`config.mk`:
```
export PLATFORM = sky130hd
export DESIGN_NAME = alu_rr_arbiter
export DESIGN_NICKNAME = d
export VERILOG_FILES = /design/src/rtl/alu_rr_arbiter.sv
export SDC_FILE = /design/constraint.sdc
export NUM_CORES = 1
export LEC_CHECK = 0
export BUFFER_PORTS_ARGS = -buffer_cell sky130_fd_sc_hd__buf_2
export CORE_MARGIN = 2
export CORE_UTILIZATION = 39
export CTS_CLUSTER_SIZE = 25
export DETAILED_ROUTE_END_ITERATION = 10
export GPL_TIMING_DRIVEN = 1
export PLACE_DENSITY = 0.75
export SKIP_CTS_REPAIR_TIMING = 1
export SYNTH_ARGS = -nofsm -noshare
export SYNTH_HDL_FRONTEND = slang
export SYNTH_SLANG_ARGS = --single-unit
export TNS_END_PERCENT = 30
```
`constraint.sdc`:
```
create_clock -name clk -period 1.49 [get_ports clk]
set_input_delay 0.149 -clock clk [delete_from_list [all_inputs] [get_ports clk]]
set_output_delay 0.149 -clock clk [all_outputs]
set_load 0.01 [all_outputs]
```
`src/rtl/alu_rr_arbiter.sv`:
```
// Round-robin front end that shares one combinational ALU between two command sources.
// Optional grant/error counters are enabled by defining ALU_ARB_STATS_EN.
module alu_rr_arbiter #(
    parameter int W = 16,
    parameter int OPW = 3,
    parameter logic [OPW-1:0] ILLEGAL_OPC = 3'd7
) (
    input  logic           clk,
    input  logic           rst_n,
    input  logic [1:0]     req_valid,
    output logic [1:0]     req_ready,
    input  logic [W-1:0]   req0_a,
    input  logic [W-1:0]   req1_a,
    input  logic [W-1:0]   req0_b,
    input  logic [W-1:0]   req1_b,
    input  logic           req0_cin,
    input  logic           req1_cin,
    input  logic [OPW-1:0] req0_opc,
    input  logic [OPW-1:0] req1_opc,
    output logic [W-1:0]   alu_a,
    output logic [W-1:0]   alu_b,
    output logic           alu_cin,
    output logic [OPW-1:0] alu_opc,
    input  logic [W-1:0]   alu_out,
    input  logic           alu_zero,
    input  logic           alu_neg,
`ifdef ALU_ARB_STATS_EN
    output logic [15:0]    grant_cnt0,
    output logic [15:0]    grant_cnt1,
    output logic [7:0]     err_cnt,
`endif
    output logic           rsp_valid,
    input  logic           rsp_ready,
    output logic [W-1:0]   rsp_data,
    output logic           rsp_zero,
    output logic           rsp_neg,
    output logic           rsp_err,
    output logic           rsp_id
);

    typedef enum logic [1:0] {IDLE, EXEC, RESP} state_t;

    state_t state;
    logic   rr_ptr;
    logic   op_id_p0;
    logic   grant;
    logic   grant_vld;
    logic   accept;
    logic   illegal_p0;

    // Preferred requester wins when valid, otherwise the other one may take the slot.
    always_comb begin
        grant_vld = 1'b0;
        grant     = rr_ptr;
        if (req_valid[rr_ptr]) begin
            grant_vld = 1'b1;
            grant     = rr_ptr;
        end else if (req_valid[~rr_ptr]) begin
            grant_vld = 1'b1;
            grant     = ~rr_ptr;
        end
    end

    assign accept     = (state == IDLE) && grant_vld;
    assign illegal_p0 = (alu_opc == ILLEGAL_OPC);
    assign req_ready  = (rst_n && accept) ? (grant ? 2'b10 : 2'b01) : 2'b00;

    always_ff @(posedge clk or negedge rst_n) begin
        if (!rst_n) begin
            state     <= IDLE;
            rr_ptr    <= 1'b0;
            op_id_p0  <= 1'b0;
            alu_a     <= '0;
            alu_b     <= '0;
            alu_cin   <= 1'b0;
            alu_opc   <= '0;
            rsp_valid <= 1'b0;
            rsp_data  <= '0;
            rsp_zero  <= 1'b0;
            rsp_neg   <= 1'b0;
            rsp_err   <= 1'b0;
            rsp_id    <= 1'b0;
        end else begin
            case (state)
                // Issue: operand registers double as the ALU drive and hold until the next accept.
                IDLE: begin
                    if (grant_vld) begin
                        alu_a    <= grant ? req1_a   : req0_a;
                        alu_b    <= grant ? req1_b   : req0_b;
                        alu_cin  <= grant ? req1_cin : req0_cin;
                        alu_opc  <= grant ? req1_opc : req0_opc;
                        op_id_p0 <= grant;
                        rr_ptr   <= ~grant;
                        state    <= EXEC;
                    end
                end
                // Execute: ALU settles during this cycle, result captured at its end.
                EXEC: begin
                    rsp_valid <= 1'b1;
                    rsp_id    <= op_id_p0;
                    if (illegal_p0) begin
                        rsp_data <= '0;
                        rsp_zero <= 1'b0;
                        rsp_neg  <= 1'b0;
                        rsp_err  <= 1'b1;
                    end else begin
                        rsp_data <= alu_out;
                        rsp_zero <= alu_zero;
                        rsp_neg  <= alu_neg;
                        rsp_err  <= 1'b0;
                    end
                    state <= RESP;
                end
                // Respond: hold until the consumer takes it.
                RESP: begin
                    if (rsp_ready) begin
                        rsp_valid <= 1'b0;
                        rsp_err   <= 1'b0;
                        state     <= IDLE;
                    end
                end
                default: state <= IDLE;
            endcase
        end
    end

`ifdef ALU_ARB_STATS_EN
    always_ff @(posedge clk or negedge rst_n) begin
        if (!rst_n) begin
            grant_cnt0 <= '0;
            grant_cnt1 <= '0;
            err_cnt    <= '0;
        end else begin
            if (accept && !grant && grant_cnt0 != 16'hFFFF)
                grant_cnt0 <= grant_cnt0 + 16'd1;
            if (accept && grant && grant_cnt1 != 16'hFFFF)
                grant_cnt1 <= grant_cnt1 + 16'd1;
            if (state == EXEC && illegal_p0 && err_cnt != 8'hFF)
                err_cnt <= err_cnt + 8'd1;
        end
    end
`endif

endmodule

```
* Word-level counts from Yosys, hierarchy flattened
Cells that the tools add are included.
** Cells by class
- $add $sub $neg :: 0
- Multipliers :: 0
- Div/mod/pow operators :: 0
- Order comparisons :: 2
- Equal/unequal tests :: 5
- Shift operators :: 0
- Multiplexer cells :: 24
- Bitwise operators :: 2
- Reduce and logical (&&, ||, !) cells :: 7
** Operator list (count)
- 16-bit two-way mux :: 3
- 1-bit two-way mux :: 13
- 2-bit two-way mux :: 4
- 2-bit case mux with 3 select lines :: 1
- 2-bit AND reduction :: 3
- 1-bit by 2-bit < comparator with 1-bit output (second input constant) :: 2
- 2-bit != test (second input constant) :: 2
- 1-bit case mux with 2 select lines :: 2
- 3-bit == test (second input constant) :: 1
- 3-bit two-way mux :: 1
- 2-bit by 1-bit == test with 1-bit output (second input constant) :: 1
- 2-bit == test (second input constant) :: 1
- 1-bit logical AND :: 2
- 2-bit logical NOT :: 1
- 1-bit NOT :: 2
- 2-bit nonzero test :: 1
** Storage, ports and cells
- Register bits after elaboration :: 61
- Bits in latches :: 0
- RAM bits :: 0
- Memory bits (read-only) :: 0
- Input port bits :: 95
- Output and inout port bits :: 59
- Word-level logic and storage cells :: 53
- Memories kept :: 0

* Longest topological paths before layout
Gate-level depths: netlist of run 1.
- Depth in word-level cells :: 8
- Gate-level depth with buffers :: 5
- Depth with buffers taken out :: 3

* Least setup slack after synthesis of run 1
Ideal clock, no wire load.
- Kind :: register to register
- Start point :: reg state[0]
- End point :: reg alu_b[3]
- Setup time :: 0.126 ns
- Arrival :: 1.320 ns
- Data required time :: 1.364 ns
- Setup slack :: 0.044 ns
- Cell stages (with the launch flop) :: 6
- Path buffers :: 2
- Clock period less this slack :: 1.446 ns
- Cells stage by stage :: dfrtp_1 > or2_1 > buf_4 > buf_6 > o21a_1 > a221o_1
** On the way
- Word-level cells in the longest chain between the ends :: 2
** RTL lines
- start, declared :: RTL line 43 : state_t state;
- start signal, assigned :: RTL line 70 : state <= IDLE;
- start signal, assigned :: RTL line 94 : state <= EXEC;
- start signal, assigned :: RTL line 112 : state <= RESP;
- 2-bit logical NOT :: RTL line 84 : case (state)
- 2-bit AND reduction (no line)
- end signal, assigned :: RTL line 89 : alu_b <= grant ? req1_b : req0_b;
- end, declared :: RTL line 21 : output logic [W-1:0] alu_b,
Every way passes these cells.
A chain may end at the register's enable or synchronous reset.

* Final worst setup path of run 1
- Start point :: reg rr_ptr
- End point :: out req_ready[1]
** On the way
- Word-level cells in the longest chain between the ends :: 7
- Elaborated cells between the ends (all ways) :: 13
- Those cells by class :: 10 x mux; 1 x bitwise; 2 x reduce/logical
** RTL lines
- start, declared :: RTL line 44 : logic rr_ptr;
- start signal, assigned :: RTL line 93 : rr_ptr <= ~grant;
- 1-bit two-way mux (not written as such) (2 in a row) :: RTL line 58 : end else if (req_valid[~rr_ptr]) begin
- 1-bit two-way mux :: RTL line 58
- 1-bit two-way mux :: RTL line 55 : if (req_valid[rr_ptr]) begin
- 1-bit logical AND :: RTL line 64 : assign accept = (state == IDLE) && grant_vld;
- 1-bit logical AND :: RTL line 66 : assign req_ready = (rst_n && accept) ? (grant ? 2'b10 : 2'b01) : 2'b00;
- 2-bit two-way mux * :: RTL line 66
- end, declared :: RTL line 11 : output logic [1:0] req_ready,
Mark *: on every way between the ends. The rest lies on a longest branch, timed or not. The select of a mux whose other input is x is not followed.

==> results.yml, run 1 <==
run_status:
  outcome: "finished, violations left"
  violations: "negative setup slack"
placed_design:
  gp_congestion: 0.7374
  io_buffers: 153
  dp_slack_ns: 0.07906
  dp_cells: 418
  hpwl_um: 4895
route:
  dr_total_vias: 2346
  route.detailed.drc: 0
  firstDrtPassIters: 4
  dr.first_iter.drc_count: 87
  avgRoutedWirePerCell_um: 16.01
  vias_per_cell: 5.356
  ant_nets: 0
  wirelength_um: 7014
layout:
  stdcell_count: 438
  areaGrowthSynthToFinish_pct: 44.92
  drive_above_1_share_pct: 52.63
  fill_cells: 556
  seq_area_um2: 1526
  antenna_cells: 0
  multi_input_area_um2: 963.4
  nets: 453
critical_path:
  arrival_ns: 1.42
  critPathRequiredTime_ns: 1.34
  r2r_setup_slack_ns: 0.05
  path_class: "flop to output port"
  cp_slowest_stage_delay_ns: 0.38
  crit_slowest_cell: "dfrtp_1"
  crit_buf_inv: 2
  crit_family: "simple AND/OR/NAND/NOR gates"
  crit_fanout: 6
  cp-end-kind: "output port"
  start_kind: "flop"
  path_cells: "nand2b_1 -> and3_4 -> buf_12 -> and2_4 -> buf_6"
synthesis:
  synth_seq_area_share_pct: 59.05
  yosysTopAreaCell: "dfrtp_1"
  ys.flop_type: "dfrtp_1"
  synthTopCellsByArea: "dfrtp_1 (59%), a221o_1 (14%), o21a_1 (10%), a22o_1 (6.1%), buf_6 (1.7%)"
  syn_area_um2: 2585
  ys_types: 23
  synthCells: 193
  synth-async-reset-ratio_pct: 100.0
  ys_ff_latch: 61
  synth_edf_count: 0
  avgSynthCellArea_um2: 13.39
  synth_most_common_cell: "dfrtp_1"
  synth_common_cells: "dfrtp_1 (61), a221o_1 (36), o21a_1 (36)"
  yosys_warnings: 0
  syn_nets: 288
  yosys.area.top_type_share_pct: 59.05
global_routing:
  grt_pass1_vias: 2324
  groute.usage.overall_pct: 19.20
  grt_pass1_wl_um: 11070
  grt_antenna_before_repair: 0
  gr-total-overflow: 0
  grt_max_degree: 48
power_and_ir_drop:
  power.density_nw_per_um2: 2140
  power.leakage_nw: 1.923
  ir_drop_mv: 1.128
  finalPower_mw: 8.017
sta:
  slew_headroom_pct: 60.36
  drv_slew: 0
  worst_slack_ns: -0.07430
  clock_skew_ns: 0.009529
  hold_ws_ns: 0.03976
  rsz0062_at_grt: "true"
  finalSetupViolCount: 2
  tightest_slew_ns: 0.5947
  period_needed_ns: 1.564
  max_freq_mhz: 639.3
  final_hold_viol_count: 0
  post-route-period-util_pct: 105.0
worst_hold_path:
  hp-class: "input port to flop"
floorplanning:
  initial_core_util_pct: 40.48
  num_rows: 29
  core_area_um2: 6386
  ios: 154
  die_area_um2: 7296
  die_y_um: 85.42
  die_w_um: 85.42
clock_tree:
  clkLatencyLatePin_ns: 0.33
  clockBufferDepth: 2
  cts.htree.levels: 3
  root_buffer: "clkbuf_8"
  cts-buffers-inserted: 9
  clkSlewWorstSetupHoldPaths_ns: 0.06
  cts_tree: "yes"
  clock-sinks: 61
flow_run:
  maxCapViolCount: 0
-- final timing paths --
kind,start,endpoint,depth (start not counted)
max,rr_ptr,req_ready[1],5
max reg2reg,state[0],alu_b[5],4
min in group asynchronous,rst_n,alu_a[10],3
max in group asynchronous,rst_n,alu_b[3],3
min reg2reg,rsp_data[5],rsp_data[5],1
min,alu_out[14],rsp_data[14],2
-- power breakdown --
| group | leakage [nW] | internal [mW] | total, mW | switching, mW |
|---|---|---|---|---|
| registers | 0.750 | 2.47 | 2.94 | 0.468 |
| clock network | 0.0788 | 0.576 | 1.15 | 0.578 |
| logic | 1.09 | 2.10 | 3.93 | 1.82 |
| total | 1.92 | 5.15 | 8.02 | 2.87 |
-- state kept, by name (all words and copies together), names as in the netlist --
register	flops
rsp_data	16
op_id_p0	1
rsp_id	1
rsp_err	1
alu_a	16
rr_ptr	1
alu_b	16
alu_cin	1
rsp_valid	1
alu_opc	3
rsp_zero	1
rsp_neg	1
state	2
-- cell families (layout without fill, tap and decap cells) --
family / count (synthesis) / count (layout) / synth area share (%)
DFF: 61 / 61 / 59.05
buffers and inverters: 19 / 187 / 4.453
and+or+nand+nor: 15 / 15 / 3.195
muxes: 1 / 1 / 0.4356
AOI/OAI and AO/OA: 97 / 97 / 32.87
-- layout make-up --
| type | count | share of cell area (%) |
|---|---|---|
| clock buffers | 11 | 3.507 |
| clock inverters | 3 | 0.4008 |
| inverters | 1 | 0.1002 |
| multi-input cells | 113 | 25.72 |
| flip-flops and latches | 61 | 40.75 |
| well taps | 77 | 2.572 |
| repair buffers | 172 | 26.95 |
-- layer usage --
metal	vias up	part of all wire, %	global-route usage [%]
met3	7	8.5	5.156
li1	1093	-	-
met4	0	0.90	7.359
met5	-	0	0
met1	1134	42	25.63
met2	112	48	29.97
-- layout by cell type, fill, tap and decap left out, drive strengths merged --
cell type / Yosys / routed
nand2b: 3 / 3
a22o: 18 / 18
and2: 2 / 2
o21a: 36 / 36
clkbuf: 5 / 12
o21ai: 1 / 1
nand2: 2 / 2
o21ba: 2 / 2
a221o: 36 / 36
dlygate4sd3: 0 / 1
nor2b: 1 / 1
a31oi: 1 / 1
nor2: 3 / 3
clkinv: 0 / 3
nor3: 1 / 1
mux2: 1 / 1
a21oi: 3 / 3
or2: 1 / 1
dfrtp: 61 / 61
buf: 13 / 170
and3: 2 / 2
inv: 1 / 1
-- metrics by stage --
stage	TNS, ns	util [%]	instance area, µm²
6_report	-0.07453	58.66	3746
5_1_grt	-0.2332	58.66	3746
4_1_cts	-0.4381	57.31	3660
3_5_place_dp	0	55.02	3513
3_3_place_gp	0	55.02	3513
2_1_floorplan	0	-	2585
Note: power is estimated with default switching activity, not from simulation.
==> inputs of run 2 (changes only) <==
Settings changed: CORE_UTILIZATION 39 to 35, PLACE_DENSITY 0.75 to 0.68.
==> run 2 against run 1 <==
Net effect:
- the run still ends with negative setup slack left
- clock skew down 0.0012 ns
- clock power grew 43%
- flip-flop and latch count unchanged
- non-clock buffer count increased by 7
- worst hold slack better by 0.0049 ns
- critical path depth stayed put
- critical endpoint unchanged
- largest cell class unchanged
- largest power group unchanged
==> results.yml, run 2 (synthesis gave the netlist of run 1 again) <==
layout:
  stdcell_count: 469
  final_cell_mix: "buf_2 (151), dfrtp_1 (61), o21a_1 (36), a221o_1 (36), a22o_1 (18)"
  nets: 460
  antenna_cells: 0
  fin_area_um2: 3902
  mostFrequentLayoutCell: "buf_2"
  drive_above_1_share_pct: 54.05
  top_regs: "alu_a: 16 flops, alu_b: 16 flops, rsp_data: 16 flops"
  areaGrowthSynthToFinish_pct: 50.97
power_and_ir_drop:
  ir_drop_mv: 1.026
  power.density_nw_per_um2: 2194
  finalPower_mw: 8.562
  power.leakage_nw: 1.993
clock_tree:
  root_buffer: "clkbuf_8"
  clkLatencyLatePin_ns: 0.32
  cts-buffers-inserted: 9
  clockBufferDepth: 2
  clkSlewWorstSetupHoldPaths_ns: 0.07
  cts_tree: "yes"
  cts.htree.levels: 3
  clock-sinks: 61
critical_path:
  r2r_cells: 6
  path_class: "flop to output port"
  arrival_ns: 1.42
  cp-end-kind: "output port"
  critPathRequiredTime_ns: 1.34
  crit_fanout: 5
  start_kind: "flop"
placed_design:
  io_buffers: 153
  gp_congestion: 0.7684
  placed_area_um2: 3511
  hpwl_um: 4955
  dp_cells: 441
  dp_slack_ns: 0.08211
floorplanning:
  die_y_um: 89.94
  die_area_um2: 8089
  initial_core_util_pct: 35.83
  num_rows: 31
  die_w_um: 89.94
  ios: 154
  core_area_um2: 7214
global_routing:
  grt_pass1_vias: 2248
  grt_pass1_wl_um: 11280
  grt_max_degree: 51
  gr-total-overflow: 0
  groute.usage.overall_pct: 17.15
  grt_antenna_before_repair: 0
route:
  wirelength_um: 7108
  route.detailed.drc: 0
  dr.first_iter.drc_count: 58
  firstDrtPassIters: 4
  avgRoutedWirePerCell_um: 15.16
  ant_nets: 0
  vias_per_cell: 5.079
  dr_total_vias: 2382
sta:
  finalSetupViolCount: 7
  post-route-period-util_pct: 105.6
  worst_slack_ns: -0.08327
  drv_slew: 0
  period_needed_ns: 1.573
  slew_headroom_pct: 66.58
  final_hold_viol_count: 0
  rsz0062_at_grt: "true"
  tightest_slew_ns: 0.4997
  max_freq_mhz: 635.6
  clock_skew_ns: 0.008333
worst_hold_path:
  hp-class: "input port to flop"
  holdPathStages: 2
flow_run:
  maxCapViolCount: 0
run_status:
  violations: "negative setup slack"
  outcome: "finished, violations left"
## run 2: cell types whose count changed in the layout (fill, tap and decap cells not counted), moves of 2 or more
cell / change
buf_12: -2
bufinv_16: +2
clkbuf_8: +2
buf_4: +5
buf_6: +4
## run 2: where the power goes
group / switching, mW / total, mW / internal (mW)
Sequential: 0.454 / 2.92 / 2.47
Combinational: 1.86 / 3.99 / 2.13
Clock: 0.624 / 1.65 / 1.03
## run 2: worst max-delay path, cell delays in order (launching register included)
cell	delay (ns)
dfrtp_1	0.41
nor2_2	0.14
and3_4	0.22
buf_12	0.11
and2_4	0.13
buf_6	0.09
## run 2: area by class of cell
| cell class | instances | area, µm² |
|---|---|---|
| Timing Repair Buffer | 179 | 1057 |
| Multi-Input combinational cell | 113 | 965.9 |
| Sequential cell | 61 | 1526 |
| Fill cell | 672 | 3312 |
| Inverter | 1 | 3.754 |
| Tap cell | 99 | 123.9 |
| Clock inverter | 4 | 70.07 |
| Clock buffer | 12 | 155.1 |
## run 2: final timing paths
check	start	endpoint	slack, ns
worst max-delay path	state[1]	req_ready[1]	-0.08
worst min-delay path	alu_out[0]	rsp_data[0]	0.04
worst max register to register	rr_ptr	alu_cin	-0.05
worst min register to register	rsp_id	rsp_id	0.50
max in group asynchronous	rst_n	alu_b[2]	0.76
min in group asynchronous	rst_n	alu_a[6]	0.39
## run 2: metrics by stage
stage / TNS, ns / util (%) / hold slack, ns
floorplan: 0 / - / -0.1466
global placement: 0 / 48.66 / 0.07227
detailed placement: 0 / 48.66 / 0.07251
CTS: -0.5156 / 51.79 / -0.2831
global route: -0.7118 / 54.09 / 0.03037
finish: -0.3068 / 54.09 / 0.04466
## run 2: metal layers
| metal | GRT usage (%) | part of all wire (%) | vias up |
|---|---|---|---|
| li1 | - | - | 1116 |
| met1 | 24.11 | 45 | 1163 |
| met2 | 26.52 | 48 | 101 |
| met3 | 4.191 | 7.1 | 2 |
| met4 | 5.000 | 0.38 | 0 |
| met5 | 0 | 0 | - |
==> inputs of run 3 (changes only) <==
Settings changed: ABC_CLOCK_PERIOD_IN_PS set to 1490, RECOVER_POWER set to 50.
==> run 3 against run 2 <==
Net effect:
- the run still ends with negative setup slack left
- final cell count did not move
- fmax barely moved
- non-clock buffer count did not move
- die area did not move
- critical path depth did not move
- first-iteration DRC count fell by 22%
- sequential share of layout area rose by 0.35 points
- register-to-register slack barely moved
- final area fell by 0.90%
- clock-buffer cell count did not move
- via count fell by 0.25%
- routed wire length barely moved
- highest routed layer unchanged
==> results.yml, run 3 (synthesis gave the netlist of run 1 again) <==
run_status:
  outcome: "finished, violations left"
  violations: "negative setup slack"
route:
  vias_per_cell: 5.066
  avgRoutedWirePerCell_um: 15.15
  route.detailed.drc: 0
  firstDrtPassIters: 4
  dr_total_vias: 2376
  ant_nets: 0
  dr.first_iter.drc_count: 45
  wirelength_um: 7106
floorplanning:
  die_w_um: 89.94
  initial_core_util_pct: 35.83
  die_area_um2: 8089
  ios: 154
  die_y_um: 89.94
  core_area_um2: 7214
  num_rows: 31
power_and_ir_drop:
  seq_power_share_pct: 34.5
  p_comb_share_pct: 46.1
  power_switching_mw: 2.933
  clkPwrFrac_pct: 19.4
  p_int_mw: 5.561
  ir_drop_mv: 1.024
  power.density_nw_per_um2: 2196
  power.leakage_nw: 1.931
  power_switching_share_pct: 34.53
layout:
  mostFrequentLayoutCell: "buf_2"
  areaGrowthSynthToFinish_pct: 49.61
  nets: 460
  top_regs: "alu_a: 16 flops, alu_b: 16 flops, rsp_data: 16 flops"
  stdcell_count: 469
  drive_above_1_share_pct: 49.19
  final_cell_mix: "buf_2 (133), dfrtp_1 (61), o21a_1 (36), a221o_1 (36), clkbuf_1 (19)"
  fin_area_um2: 3867
  antenna_cells: 0
  final_core_util_pct: 53.61
  fill_cells: 683
critical_path:
  startpoint: "state[1]"
  crit_fanout: 5
  path_class: "flop to output port"
  critPathRequiredTime_ns: 1.34
  r2r_cells: 6
  r2r_setup_slack_ns: -0.05
  crit_path_end: "req_ready[1]"
  regToRegEndpoint: "alu_cin"
  r2r_start: "rr_ptr"
  start_kind: "flop"
  cp-end-kind: "output port"
  arrival_ns: 1.42
flow_run:
  maxCapViolCount: 0
placed_design:
  hpwl_um: 4955
  gp_congestion: 0.7684
  placed_area_um2: 3511
  dp_cells: 441
  io_buffers: 153
  dp_slack_ns: 0.08211
global_routing:
  grt_pass1_wl_um: 11280
  grt_pass1_vias: 2248
  gr-total-overflow: 0
  grt_antenna_before_repair: 0
  grt_max_degree: 51
  groute.usage.overall_pct: 17.15
worst_hold_path:
  hp-class: "input port to flop"
sta:
  post-route-period-util_pct: 105.6
  worst_slack_ns: -0.08291
  slew_headroom_pct: 54.21
  drv_slew: 0
  period_needed_ns: 1.573
  max_freq_mhz: 635.8
  clock_skew_ns: 0.008392
  tns_ns: -0.3019
  rsz0062_at_grt: "true"
  final_hold_viol_count: 0
  finalSetupViolCount: 7
  tightest_slew_ns: 0.6868
clock_tree:
  clkSlewWorstSetupHoldPaths_ns: 0.07
  clkLatencyLatePin_ns: 0.32
  clockBufferDepth: 2
  cts.htree.levels: 3
  root_buffer: "clkbuf_8"
  cts-buffers-inserted: 9
  clock-sinks: 61
  cts_tree: "yes"
-- run 3: changes by cell type in the layout (fill, tap and decap cells not counted) --
| cell | change |
|---|---|
| buf_12 | -1 |
| buf_2 | -18 |
| clkbuf_1 | +18 |
| clkbuf_4 | +1 |
-- run 3: area by class of cell --
class                   count  area, µm²  area share, %
repair buffers            179       1022          26.43
well taps                  99      123.9          3.203
clock inverters             4      70.07          1.812
clock buffers              12      155.1          4.012
flip-flops and latches     61       1526          39.47
inverters                   1      3.754        0.09706
multi-input cells         113      965.9          24.98
-- run 3: metrics by stage --
stage                     power, mW  hold slack (ns)
after global routing          9.096          0.03037
final                         8.494          0.04356
after detailed placement      6.719          0.07251
after floorplan               5.279          -0.1466
after global placement        6.618          0.07227
after CTS                     8.391          -0.2831
-- run 3: critical path: stages (launching register included) --
cell	delay, ns
dfrtp_1	0.41
nor2_2	0.14
and3_4	0.22
buf_12	0.11
and2_4	0.13
buf_6	0.09
-- run 3: worst min-delay path by stage --
stage | start | end | slack [ns] | cells past startpoint
5_1_grt | alu_out[14] | rsp_data[14] | 0.03 | 2
3_5_place_dp | rst_n | alu_a[11] | 0.07 | 1
3_3_place_gp | rst_n | alu_a[6] | 0.07 | 1
2_1_floorplan | rst_n | alu_a[0] | -0.15 | 0
6_report | alu_out[0] | rsp_data[0] | 0.04 | 2
4_1_cts | rst_n | alu_a[11] | -0.28 | 1
-- run 3: layer usage --
metal | part of all wire, % | global-route usage (%) | up-vias | wire length, µm
met3 | 6.9 | 4.191 | 2 | 491
met2 | 48 | 26.52 | 92 | 3440
met1 | 44 | 24.11 | 1168 | 3147
li1 | - | - | 1114 | -
met5 | 0 | 0 | - | 0
met4 | 0.38 | 5.000 | 0 | 27
-- run 3: power groups by stage --
stage	registers, mW	clock network [mW]	logic [mW]
after global placement	2.93	0	3.69
after detailed placement	2.95	0	3.77
after floorplan	3.29	0	1.99
final	2.93	1.65	3.92
after global routing	3.05	1.76	4.28
after CTS	2.92	1.69	3.78
